[config.mk]
export PLATFORM = sky130hd
export DESIGN_NAME = gcd_requester
export DESIGN_NICKNAME = d
export VERILOG_FILES = /design/src/rtl/gcd_pkg.sv /design/src/rtl/gcd_watchdog.sv /design/src/rtl/gcd_requester.sv
export SDC_FILE = /design/constraint.sdc
export NUM_CORES = 1
export LEC_CHECK = 0
export CAP_MARGIN = 10
export CORE_UTILIZATION = 46
export DETAILED_ROUTE_END_ITERATION = 10
export PLACE_DENSITY = 0.95
export SLEW_MARGIN = 10
export SYNTH_ARGS = -nofsm -noshare
export SYNTH_HDL_FRONTEND = slang
export SYNTH_SLANG_ARGS = --single-unit
export TNS_END_PERCENT = 30
[constraint.sdc]
create_clock -name clock -period 3.25 [get_ports clock]
set_input_delay 0.65 -clock clock [delete_from_list [all_inputs] [get_ports clock]]
set_output_delay 0.65 -clock clock [all_outputs]
set_load 0.01 [all_outputs]
[src/rtl/gcd_pkg.sv]
// Shared definitions for the GCD requester slice.
//   gcd_state_e : requester FSM encoding (IDLE / REQ / REL), 2 bits
//   GCD_W_DEF   : default operand/result width
package gcd_pkg;

  typedef enum logic [1:0] {
    ST_IDLE = 2'd0,
    ST_REQ  = 2'd1,
    ST_REL  = 2'd2
  } gcd_state_e;

  localparam int GCD_W_DEF = 8;

endpackage

[src/rtl/gcd_watchdog.sv]
// Cycle watchdog for the GCD requester. It only exists when GCD_TIMEOUT_EN
// is defined, because the requester has no counter logic otherwise.
//   clock     : clock, rising edge
//   reset     : asynchronous, active-high
//   en_i      : count this cycle (FSM in a waiting state)
//   clr_i     : restart from zero (FSM changes state this cycle)
//   expired_o : TO_CYC cycles have been spent in the current state
`ifdef GCD_TIMEOUT_EN
module gcd_watchdog #(
  parameter int TO_CYC = 1024
) (
  input  logic clock,
  input  logic reset,
  input  logic en_i,
  input  logic clr_i,
  output logic expired_o
);

  localparam int CW = $clog2(TO_CYC + 1);

  logic [CW-1:0] cnt_q, cnt_d;

  // The counter holds 0 in the first cycle of a state, so a value of
  // TO_CYC-1 means this is the TO_CYC-th cycle in that state.
  assign expired_o = (cnt_q == CW'(TO_CYC - 1));

  always_comb begin
    cnt_d = cnt_q;
    if (clr_i) begin
      cnt_d = '0;
    end else if (en_i && !expired_o) begin
      cnt_d = cnt_q + CW'(1);
    end
  end

  always_ff @(posedge clock or posedge reset) begin
    if (reset) begin
      cnt_q <= '0;
    end else begin
      cnt_q <= cnt_d;
    end
  end

endmodule
`endif

[src/rtl/gcd_requester.sv]
// Initiator side of the four-phase start/done GCD engine handshake.
// Takes operand pairs from an upstream valid/ready stream, runs one
// request at a time on the engine and presents each result downstream.
//
// Optional feature macro: GCD_TIMEOUT_EN (watchdog on REQ and REL; adds
// res_err reporting). Without it the FSM waits indefinitely, res_err = 0.
//
// Ports:
//   clock, reset            clock (rising) / asynchronous active-high reset
//   op_valid/op_ready       upstream handshake, op_a/op_b operands
//   res_valid/res_ready     downstream handshake, res_gcd result,
//                           res_err watchdog abort flag
//   gcd_start, gcd_a/gcd_b  request level and operands to the engine
//   gcd_done, gcd_result    completion level and result from the engine
//   busy                    FSM not in IDLE
//   req_count               results delivered downstream (wraps)
module gcd_requester
  import gcd_pkg::*;
#(
  parameter int W      = GCD_W_DEF,
  parameter int CNT_W  = 16,
  parameter int TO_CYC = 1024
) (
  input  logic             clock,
  input  logic             reset,
  input  logic             op_valid,
  output logic             op_ready,
  input  logic [W-1:0]     op_a,
  input  logic [W-1:0]     op_b,
  output logic             res_valid,
  input  logic             res_ready,
  output logic [W-1:0]     res_gcd,
  output logic             res_err,
  output logic             gcd_start,
  output logic [W-1:0]     gcd_a,
  output logic [W-1:0]     gcd_b,
  input  logic             gcd_done,
  input  logic [W-1:0]     gcd_result,
  output logic             busy,
  output logic [CNT_W-1:0] req_count
);

  gcd_state_e       state_q, state_d;
  logic [W-1:0]     gcd_a_q, gcd_a_d;
  logic [W-1:0]     gcd_b_q, gcd_b_d;
  logic [W-1:0]     res_gcd_q, res_gcd_d;
  logic             res_valid_q, res_valid_d;
  logic [CNT_W-1:0] count_q, count_d;
  logic             accept;
  logic             res_fire;

`ifdef GCD_TIMEOUT_EN
  logic res_err_q, res_err_d;
  logic wd_expired;
  logic wd_en;
  logic wd_clr;

  assign wd_en  = (state_q == ST_REQ) || (state_q == ST_REL);
  assign wd_clr = (state_d != state_q);

  gcd_watchdog #(
    .TO_CYC (TO_CYC)
  ) u_watchdog (
    .clock     (clock),
    .reset     (reset),
    .en_i      (wd_en),
    .clr_i     (wd_clr),
    .expired_o (wd_expired)
  );

  assign res_err = res_err_q;
`else
  assign res_err = 1'b0;
`endif

  // op_ready is forced low during reset; state alone would show IDLE.
  assign op_ready  = (state_q == ST_IDLE) && !res_valid_q && !reset;
  assign accept    = op_valid && op_ready;
  assign res_fire  = res_valid_q && res_ready;

  // Decoded from state so an asynchronous reset drops the request at once.
  assign gcd_start = (state_q == ST_REQ);
  assign busy      = (state_q != ST_IDLE);
  assign gcd_a     = gcd_a_q;
  assign gcd_b     = gcd_b_q;
  assign res_valid = res_valid_q;
  assign res_gcd   = res_gcd_q;
  assign req_count = count_q;

  always_comb begin
    state_d     = state_q;
    gcd_a_d     = gcd_a_q;
    gcd_b_d     = gcd_b_q;
    res_gcd_d   = res_gcd_q;
    res_valid_d = res_valid_q;
    count_d     = count_q;
`ifdef GCD_TIMEOUT_EN
    res_err_d   = res_err_q;
`endif

    // A result can only be captured in REQ, which is never entered while
    // res_valid is high, so draining and capturing never collide.
    if (res_fire) begin
      res_valid_d = 1'b0;
      count_d     = count_q + CNT_W'(1);
    end

    case (state_q)
      ST_IDLE: begin
        // gcd_done is deliberately not looked at here: a stale done from
        // the engine must not produce a result.
        if (accept) begin
          state_d = ST_REQ;
          gcd_a_d = op_a;
          gcd_b_d = op_b;
        end
      end
      ST_REQ: begin
        if (gcd_done) begin
          state_d     = ST_REL;
          res_gcd_d   = gcd_result;
          res_valid_d = 1'b1;
`ifdef GCD_TIMEOUT_EN
          res_err_d   = 1'b0;
        end else if (wd_expired) begin
          state_d     = ST_REL;
          res_gcd_d   = '0;
          res_err_d   = 1'b1;
          res_valid_d = 1'b1;
`endif
        end
      end
      ST_REL: begin
        if (!gcd_done) begin
          state_d = ST_IDLE;
`ifdef GCD_TIMEOUT_EN
        end else if (wd_expired) begin
          // Engine never released done; abandon it without a second result.
          state_d = ST_IDLE;
`endif
        end
      end
      default: begin
        state_d = ST_IDLE;
      end
    endcase
  end

  always_ff @(posedge clock or posedge reset) begin
    if (reset) begin
      state_q     <= ST_IDLE;
      gcd_a_q     <= '0;
      gcd_b_q     <= '0;
      res_gcd_q   <= '0;
      res_valid_q <= 1'b0;
      count_q     <= '0;
`ifdef GCD_TIMEOUT_EN
      res_err_q   <= 1'b0;
`endif
    end else begin
      state_q     <= state_d;
      gcd_a_q     <= gcd_a_d;
      gcd_b_q     <= gcd_b_d;
      res_gcd_q   <= res_gcd_d;
      res_valid_q <= res_valid_d;
      count_q     <= count_d;
`ifdef GCD_TIMEOUT_EN
      res_err_q   <= res_err_d;
`endif
    end
  end

endmodule
## Yosys cells after proc, flatten, opt, wreduce, memory -nomap -nowiden

Cells that the tools add are included.

| word-level totals | value |
|---|---|
| input port bits | 29 |
| word-level logic and storage cells | 30 |
| output and inout port bits | 45 |
| flip-flop bits (word level) | 43 |

| cells by class | value |
|---|---|
| $add $sub $neg | 1 |
| reductions and logical operators | 11 |
| equal/unequal tests | 5 |
| muxes and demuxes | 7 |

Operator list:

| cell | count |
|---|---|
| $add A16 B1 Y16 const B | 1 |
| $mux W2 | 3 |
| $pmux W2 S3 | 1 |
| $logic_and A1 B1 Y1 | 4 |
| $ne A2 B2 Y1 const B | 2 |
| $reduce_and A2 Y1 | 2 |
| $mux W1 | 3 |
| $reduce_and A3 Y1 | 1 |
| $eq A2 B1 Y1 const B | 1 |
| $eq A2 B2 Y1 const B | 1 |
| $logic_not A1 Y1 | 2 |
| $logic_not A2 Y1 | 1 |
| $ne A2 B1 Y1 const B | 1 |
| $reduce_bool A2 Y1 | 1 |

## Logic depth before layout (Yosys ltp)

Gate-level depths: netlist (run 1).

| depth | value |
|---|---|
| depth after elaboration | 6 |
| mapped depth | 5 |
| depth with buffers taken out | 5 |

## Worst setup path before layout (run 1)

No wires, ideal clock.

| timing | value |
|---|---|
| path kind | in2reg |
| from | in reset |
| to | reg gcd_a_q[0], in the netlist gcd_a[0] |
| data arrival time | 1,482 ps |
| required time | 3,125 ps |
| cell stages on the path | 4 |
| library setup time | 125 ps |
| slack | 1,643 ps |
| buffers on the path | 1 |
| path through | nor3_4 nand2_4 buf_6 mux2_4 |

| between the ends | value |
|---|---|
| longest elaborated chain between the ends | 4 |

RTL lines:

| item | RTL line | text |
|---|---|---|
| start: declaration | gcd_requester.sv:25 | `input logic reset,` |
| $logic_not A1 Y1 (no line) | n/a |  |
| $logic_and A1 B1 Y1 | gcd_requester.sv:77 | `assign op_ready = (state_q == ST_IDLE) && !res_valid_q && !reset;` |
| $logic_and A1 B1 Y1 | gcd_requester.sv:78 | `assign accept = op_valid && op_ready;` |
| $reduce_and A2 Y1 (no line) | n/a |  |
| end signal: assignment | gcd_requester.sv:162 | `gcd_a_q <= gcd_a_d;` |
| end: declaration | gcd_requester.sv:44 | `logic [W-1:0] gcd_a_q, gcd_a_d;` |

Every way passes these cells.
A chain may end at the register's enable or synchronous reset.

## Worst setup path in the final report (run 1)

| timing | value |
|---|---|
| from | in reset |
| to | out op_ready |

| between the ends | value |
|---|---|
| longest elaborated chain between the ends | 2 |

RTL lines:

| item | RTL line | text |
|---|---|---|
| $logic_not A1 Y1 (no line) | n/a |  |
| $logic_and A1 B1 Y1 | gcd_requester.sv:77 |  |
| end: declaration | gcd_requester.sv:27 | `output logic op_ready,` |

Every way passes these cells.

==> impl_metrics.toml, run 1 <==
[outcome]
outcome = "completed"

[timing]
finalSetupTns_ns = 0
final_min_period_over_clock_period = 0.806
skew_ns = 0.00415
slew_viol_final = 0
slew_headroom = 0.652
finalHoldViolCount = 0
setup_viol = 0
worst_pin_slew_ns = 0.522
layout_min_cycle_time_ns = 2.62
fmax_mhz = 382
worst_slack_ns = 0.630
grt_setup_unrepaired = "no"

[logic_synthesis]
synth.largest_area_cell = "dfrtp_1"
synth-seq-cells = 43
yosysMostFrequentCell = "dfrtp_1"
dominantRegCellSynth = "dfrtp_1"
yosys_warnings = 0
synth_area_leaders = "dfrtp_1, mux2_2, mux2_4"
synth.distinct_cells = 27
syn_area_per_cell_um2 = 14.0
postSynth.asyncResetShare = 1.00
syn_inst = 128
synth_edf_count = 0
netlist_area_um2 = 1800
synth_top_cells_by_count = "dfrtp_1, mux2_2, mux2_4, xnor2_1, nand2_1"
yosys.area.top_type_share = 0.598
synth_nets = 158
yosysSeqAreaShare = 0.598

[final_layout]
final_util = 0.719
final_net_count = 236
num_antenna_cells = 0
layout-drive-gt1-share = 0.175
fin_cells = 254
area_growth_pct = 48.5

[global_route]
grt_max_degree = 44
grt-ovfl-total = 0
grt_usage = 0.202
grt_pass1_vias = 1249
antenna_found_initial = 0
grt_first_pass_wirelength_um = 6160

[pwr]
ir_drop_uv = 435
power_per_cell_area_nw_per_um2 = 813
combPwrFrac = 0.423
pwr-share-seq = 0.399
total_power_mw = 2.17
clockPowerShare = 0.178
switching_power_mw = 0.619
switching_share = 0.285
leakagePower_nw = 1.20
internal_power_mw = 1.55

[cts]
cts-buffers-inserted = 5
post_cts_buffers = 0
htreeDepth = 2
clkLatencyLatePin_ns = 0.29
hold_buffers = 0
max-clock-path-buffers = 2
clockRootBuffer = "clkbuf_8"
clkSinkCount = 43
cts_tree = "built"
cts_resized = 0
clk_pin_slew_ns = 0.07

[critical_path]
r2r_cells = 4
end_kind = "primary output"
rr_startpoint = "state_q[0]$_DFFE_PP0P_"
cp.required_ns = 2.60
reg2reg_to = "gcd_b[4]$_DFFE_PP0P_"
cp-endpoint = "op_ready"
crit_fanout = 3
cp.arrival_ns = 1.97
critPathKind = "in2out"
worstSetupStartpoint = "reset"
worstSetupStartpointType = "input pin"
reg2reg_setup_slack_ns = 1.67

[worst_hold_path]
hp-class = "reg2reg"

[routing]
drt_pass1_iterations = 4
wirelength_um = 3820
final_antenna_net_count = 0
vias = 1235
via_per_inst = 4.86
drc = 0
drt_iter0_drc = 66
wl_per_cell_um = 15.1

[die]
fp.dieH_um = 64.5
std_cell_rows = 22
design.die.area_um2 = 4160
initial_utilization = 0.484
die-width_um = 64.5
core_um2 = 3720
ios = 74

[place]
place_ws_ns = 0.611
gp_congestion = 0.759
placed_cells = 247
portBuffers = 72
place_hpwl_um = 2930

[job]
drv_cap = 0
==> layout make-up <==
type                    instances  area (um2)
multi-input cells              80         692
well taps                      48        60.1
clock inverters                 1        30.0
repair buffers                 73         728
flip-flops and latches         43        1080
inverters                       3        11.3
fillers                       255        1050
clock buffers                   6        72.6
==> how the worst min path moves through the flow <==
stage                         startpoint                        end  slack, ns  depth (start not counted)
2_1_floorplan     state_q[0]$_DFFE_PP0P_     state_q[0]$_DFFE_PP0P_       0.48                          1
3_3_place_gp   req_count[15]$_DFFE_PP0P_  req_count[15]$_DFFE_PP0P_       0.46                          1
3_5_place_dp   req_count[15]$_DFFE_PP0P_  req_count[15]$_DFFE_PP0P_       0.46                          1
4_1_cts        req_count[15]$_DFFE_PP0P_  req_count[15]$_DFFE_PP0P_       0.48                          1
5_1_grt        req_count[15]$_DFFE_PP0P_  req_count[15]$_DFFE_PP0P_       0.49                          1
6_report       req_count[15]$_DFFE_PP0P_  req_count[15]$_DFFE_PP0P_       0.47                          1
==> per-stage QoR <==
stage / area [um2] / hold WS (ns)
after floorplan: 1800 / 0.479
after global placement: 2570 / 0.463
after detailed placement: 2570 / 0.463
after CTS: 2670 / 0.476
after global routing: 2670 / 0.489
final: 2670 / 0.472
==> cells in the final DEF, fill, tap and decap left out <==
cell type	n
nor3_4	1
conb_1	1
a21oi_1	1
or3_1	1
a211oi_1	1
buf_4	1
nand4_1	3
mux2_2	15
nand2_1	8
nor2_1	4
clkbuf_8	5
dfrtp_1	43
inv_1	3
o21a_1	1
bufinv_16	1
xnor2_1	10
clkdlybuf4s50_1	72
mux2_4	10
clkbuf_1	1
and3_1	5
xor2_1	5
nor2b_1	1
nand2_4	1
ha_1	1
or2_4	1
o21ai_0	1
and2_1	1
nand3_1	5
nor3_2	1
and2b_1	2
==> state kept, by name, summed over array words and instances, names as in the netlist <==
name,count
res_gcd,8
res_valid,1
gcd_a,8
req_count,16
state_q,2
gcd_b,8
==> cell families (layout without fill, tap and decap cells) <==
kind of cell,after synthesis,count (layout),synth area share
AO/OA/AOI/OAI,4,4,0.0139
flip-flops,43,43,0.598
XOR/XNOR,15,15,0.0731
adder cells (fa/ha/maj),1,1,0.00696
multiplexers,25,25,0.177
other,1,1,0.00209
buffers and inverters,5,83,0.0167
AND/OR/NAND/NOR,34,34,0.111
==> layer usage <==
layer,part of all wire,vias to the layer above,GRT usage
met4,0.014,0,0.0667
met3,0.069,6,0.0581
met2,0.49,49,0.349
met1,0.43,593,0.242
li1,-,587,-
met5,0,-,0
==> worst max-delay path: stages <==
cell and delay, ns:
clkdlybuf4s50_1 0.47, nor3_4 0.26, clkdlybuf4s50_1 0.58
==> power by group through the flow <==
stage               clock [mW]  sequential, mW  combinational, mW
floorplan                    0           0.944              0.342
global placement             0           0.851              0.906
detailed placement           0           0.874              0.928
CTS                      0.403           0.865              0.930
global route             0.432           0.890              0.979
finish                   0.387           0.866              0.919
No activity file was read; power rests on OpenSTA's default activity.
==> run 2: changes to the inputs <==
--- a/config.mk
+++ b/config.mk
@@ -6,9 +6,9 @@
 export NUM_CORES = 1
 export LEC_CHECK = 0
 export CAP_MARGIN = 10
-export CORE_UTILIZATION = 46
+export CORE_UTILIZATION = 38
 export DETAILED_ROUTE_END_ITERATION = 10
-export PLACE_DENSITY = 0.95
+export PLACE_DENSITY = 0.85
 export SLEW_MARGIN = 10
 export SYNTH_ARGS = -nofsm -noshare
 export SYNTH_HDL_FRONTEND = slang
==> constraint.sdc (replaced) <==
create_clock -name clock -period 2.25 [get_ports clock]
set_input_delay 0.45 -clock clock [delete_from_list [all_inputs] [get_ports clock]]
set_output_delay 0.45 -clock clock [all_outputs]
set_load 0.01 [all_outputs]
==> impl_metrics.toml, run 2 (synthesis results as in run 1) <==
[timing]
layout_min_cycle_time_ns = 2.11
setup_viol = 0
final_min_period_over_clock_period = 0.940
finalHoldViolCount = 0
worst_slack_ns = 0.135
skew_ns = 0.00195
slew_viol_final = 0
fmax_mhz = 473
grt_setup_unrepaired = "no"
whs_ns = 0.472
finalSetupTns_ns = 0

[final_layout]
num_antenna_cells = 0
final_common_cell = "clkdlybuf4s50_1"
design_area_um2 = 2670
num-fill-cells = 369
final_net_count = 237
fin_cells = 260
largest_reg_flops = 16
mostFrequentLayoutCells = "clkdlybuf4s50_1, dfrtp_1, mux2_2"
layout-drive-gt1-share = 0.183
area_growth_pct = 48.7
final_util = 0.602

[outcome]
violations = "DRC"
outcome = "finished with violations"

[place]
gp_congestion = 0.699
placed_cells = 252
place_hpwl_um = 2440
portBuffers = 72
place_ws_ns = 0.127
place_area_um2 = 2590

[die]
std_cell_rows = 24
die-width_um = 70.8
fp.dieH_um = 70.8
core_um2 = 4440
initial_utilization = 0.405
ios = 74
design.die.area_um2 = 5010

[cts]
post_cts_buffers = 0
clkLatencyLatePin_ns = 0.29
clockRootBuffer = "clkbuf_8"
cts_resized = 0
clk_pin_slew_ns = 0.08
cts-buffers-inserted = 5
cts_tree = "built"
hold_buffers = 0
htreeDepth = 2
clkSinkCount = 43
max-clock-path-buffers = 2

[critical_path]
crit_fanout = 2
critPathKind = "in2out"
end_kind = "primary output"
worstSetupStartpointType = "input pin"
cp.required_ns = 1.80
cp.arrival_ns = 1.66

[job]
drv_cap = 0

[routing]
wl_per_cell_um = 13.5
via_per_inst = 4.78
drt_iter0_drc = 47
drc = 14
final_antenna_net_count = 0
vias = 1243
drt_pass1_iterations = 7
wirelength_um = 3510

[pwr]
power_per_cell_area_nw_per_um2 = 1130
total_power_mw = 3.02
leakagePower_nw = 1.20
ir_drop_uv = 565

[global_route]
grt-ovfl-total = 0
antenna_found_initial = 0
grt_max_degree = 44
grt_pass1_vias = 1246
grt_usage = 0.154
grt_first_pass_wirelength_um = 5910

[worst_hold_path]
hp-class = "reg2reg"
==> run 2: layer usage <==
layer	routed length, um	vias to the layer above	track usage
met5	0	-	0
met4	74	0	0.0800
met3	296	10	0.0484
met2	1590	48	0.245
met1	1540	594	0.190
li1	-	591	-
==> run 2: layout make-up <==
type,count,area (um2),area share
inverter,3,11.3,0.00421
sequential,43,1080,0.402
clock buffer,7,76.3,0.0285
multi-input combinational,80,692,0.259
tap,52,65.1,0.0243
clock inverter,1,5.00,0.00187
timing repair buffer,74,748,0.280
==> run 2: critical path, stage by stage <==
cell	delay, ns
clkdlybuf4s50_1	0.47
nor3_4	0.19
clkdlybuf4s50_1	0.55
==> run 2: final timing paths <==
check | slack (ns) | depth (start not counted) | from | end
max | 0.14 | 3 | reset | op_ready
min | 0.47 | 1 | req_count[15]$_DFFE_PP0P_ | req_count[15]$_DFFE_PP0P_
max reg2reg | 0.68 | 4 | res_valid$_DFF_PP0_ | req_count[7]$_DFFE_PP0P_
min reg2reg | 0.47 | 1 | req_count[15]$_DFFE_PP0P_ | req_count[15]$_DFFE_PP0P_
max in group asynchronous | 1.46 | 3 | reset | gcd_b[5]$_DFFE_PP0P_
min in group asynchronous | 0.59 | 3 | reset | gcd_b[7]$_DFFE_PP0P_
==> run 2: report_power, final <==
| group | internal, mW | total, mW | switching [mW] |
|---|---|---|---|
| registers | 1.05 | 1.23 | 0.172 |
| logic | 0.873 | 1.33 | 0.452 |
| clock network | 0.218 | 0.467 | 0.249 |
| total | 2.14 | 3.02 | 0.873 |
==> run 3: changes to the inputs <==
--- a/config.mk
+++ b/config.mk
@@ -7,7 +7,9 @@
 export LEC_CHECK = 0
 export CAP_MARGIN = 10
 export CORE_UTILIZATION = 38
+export CTS_CLUSTER_DIAMETER = 60
 export DETAILED_ROUTE_END_ITERATION = 10
+export GPL_ROUTABILITY_DRIVEN = 0
 export PLACE_DENSITY = 0.85
 export SLEW_MARGIN = 10
 export SYNTH_ARGS = -nofsm -noshare
==> results of run 3 <==
Final layout, timing and power as in run 2 (identical DEF).
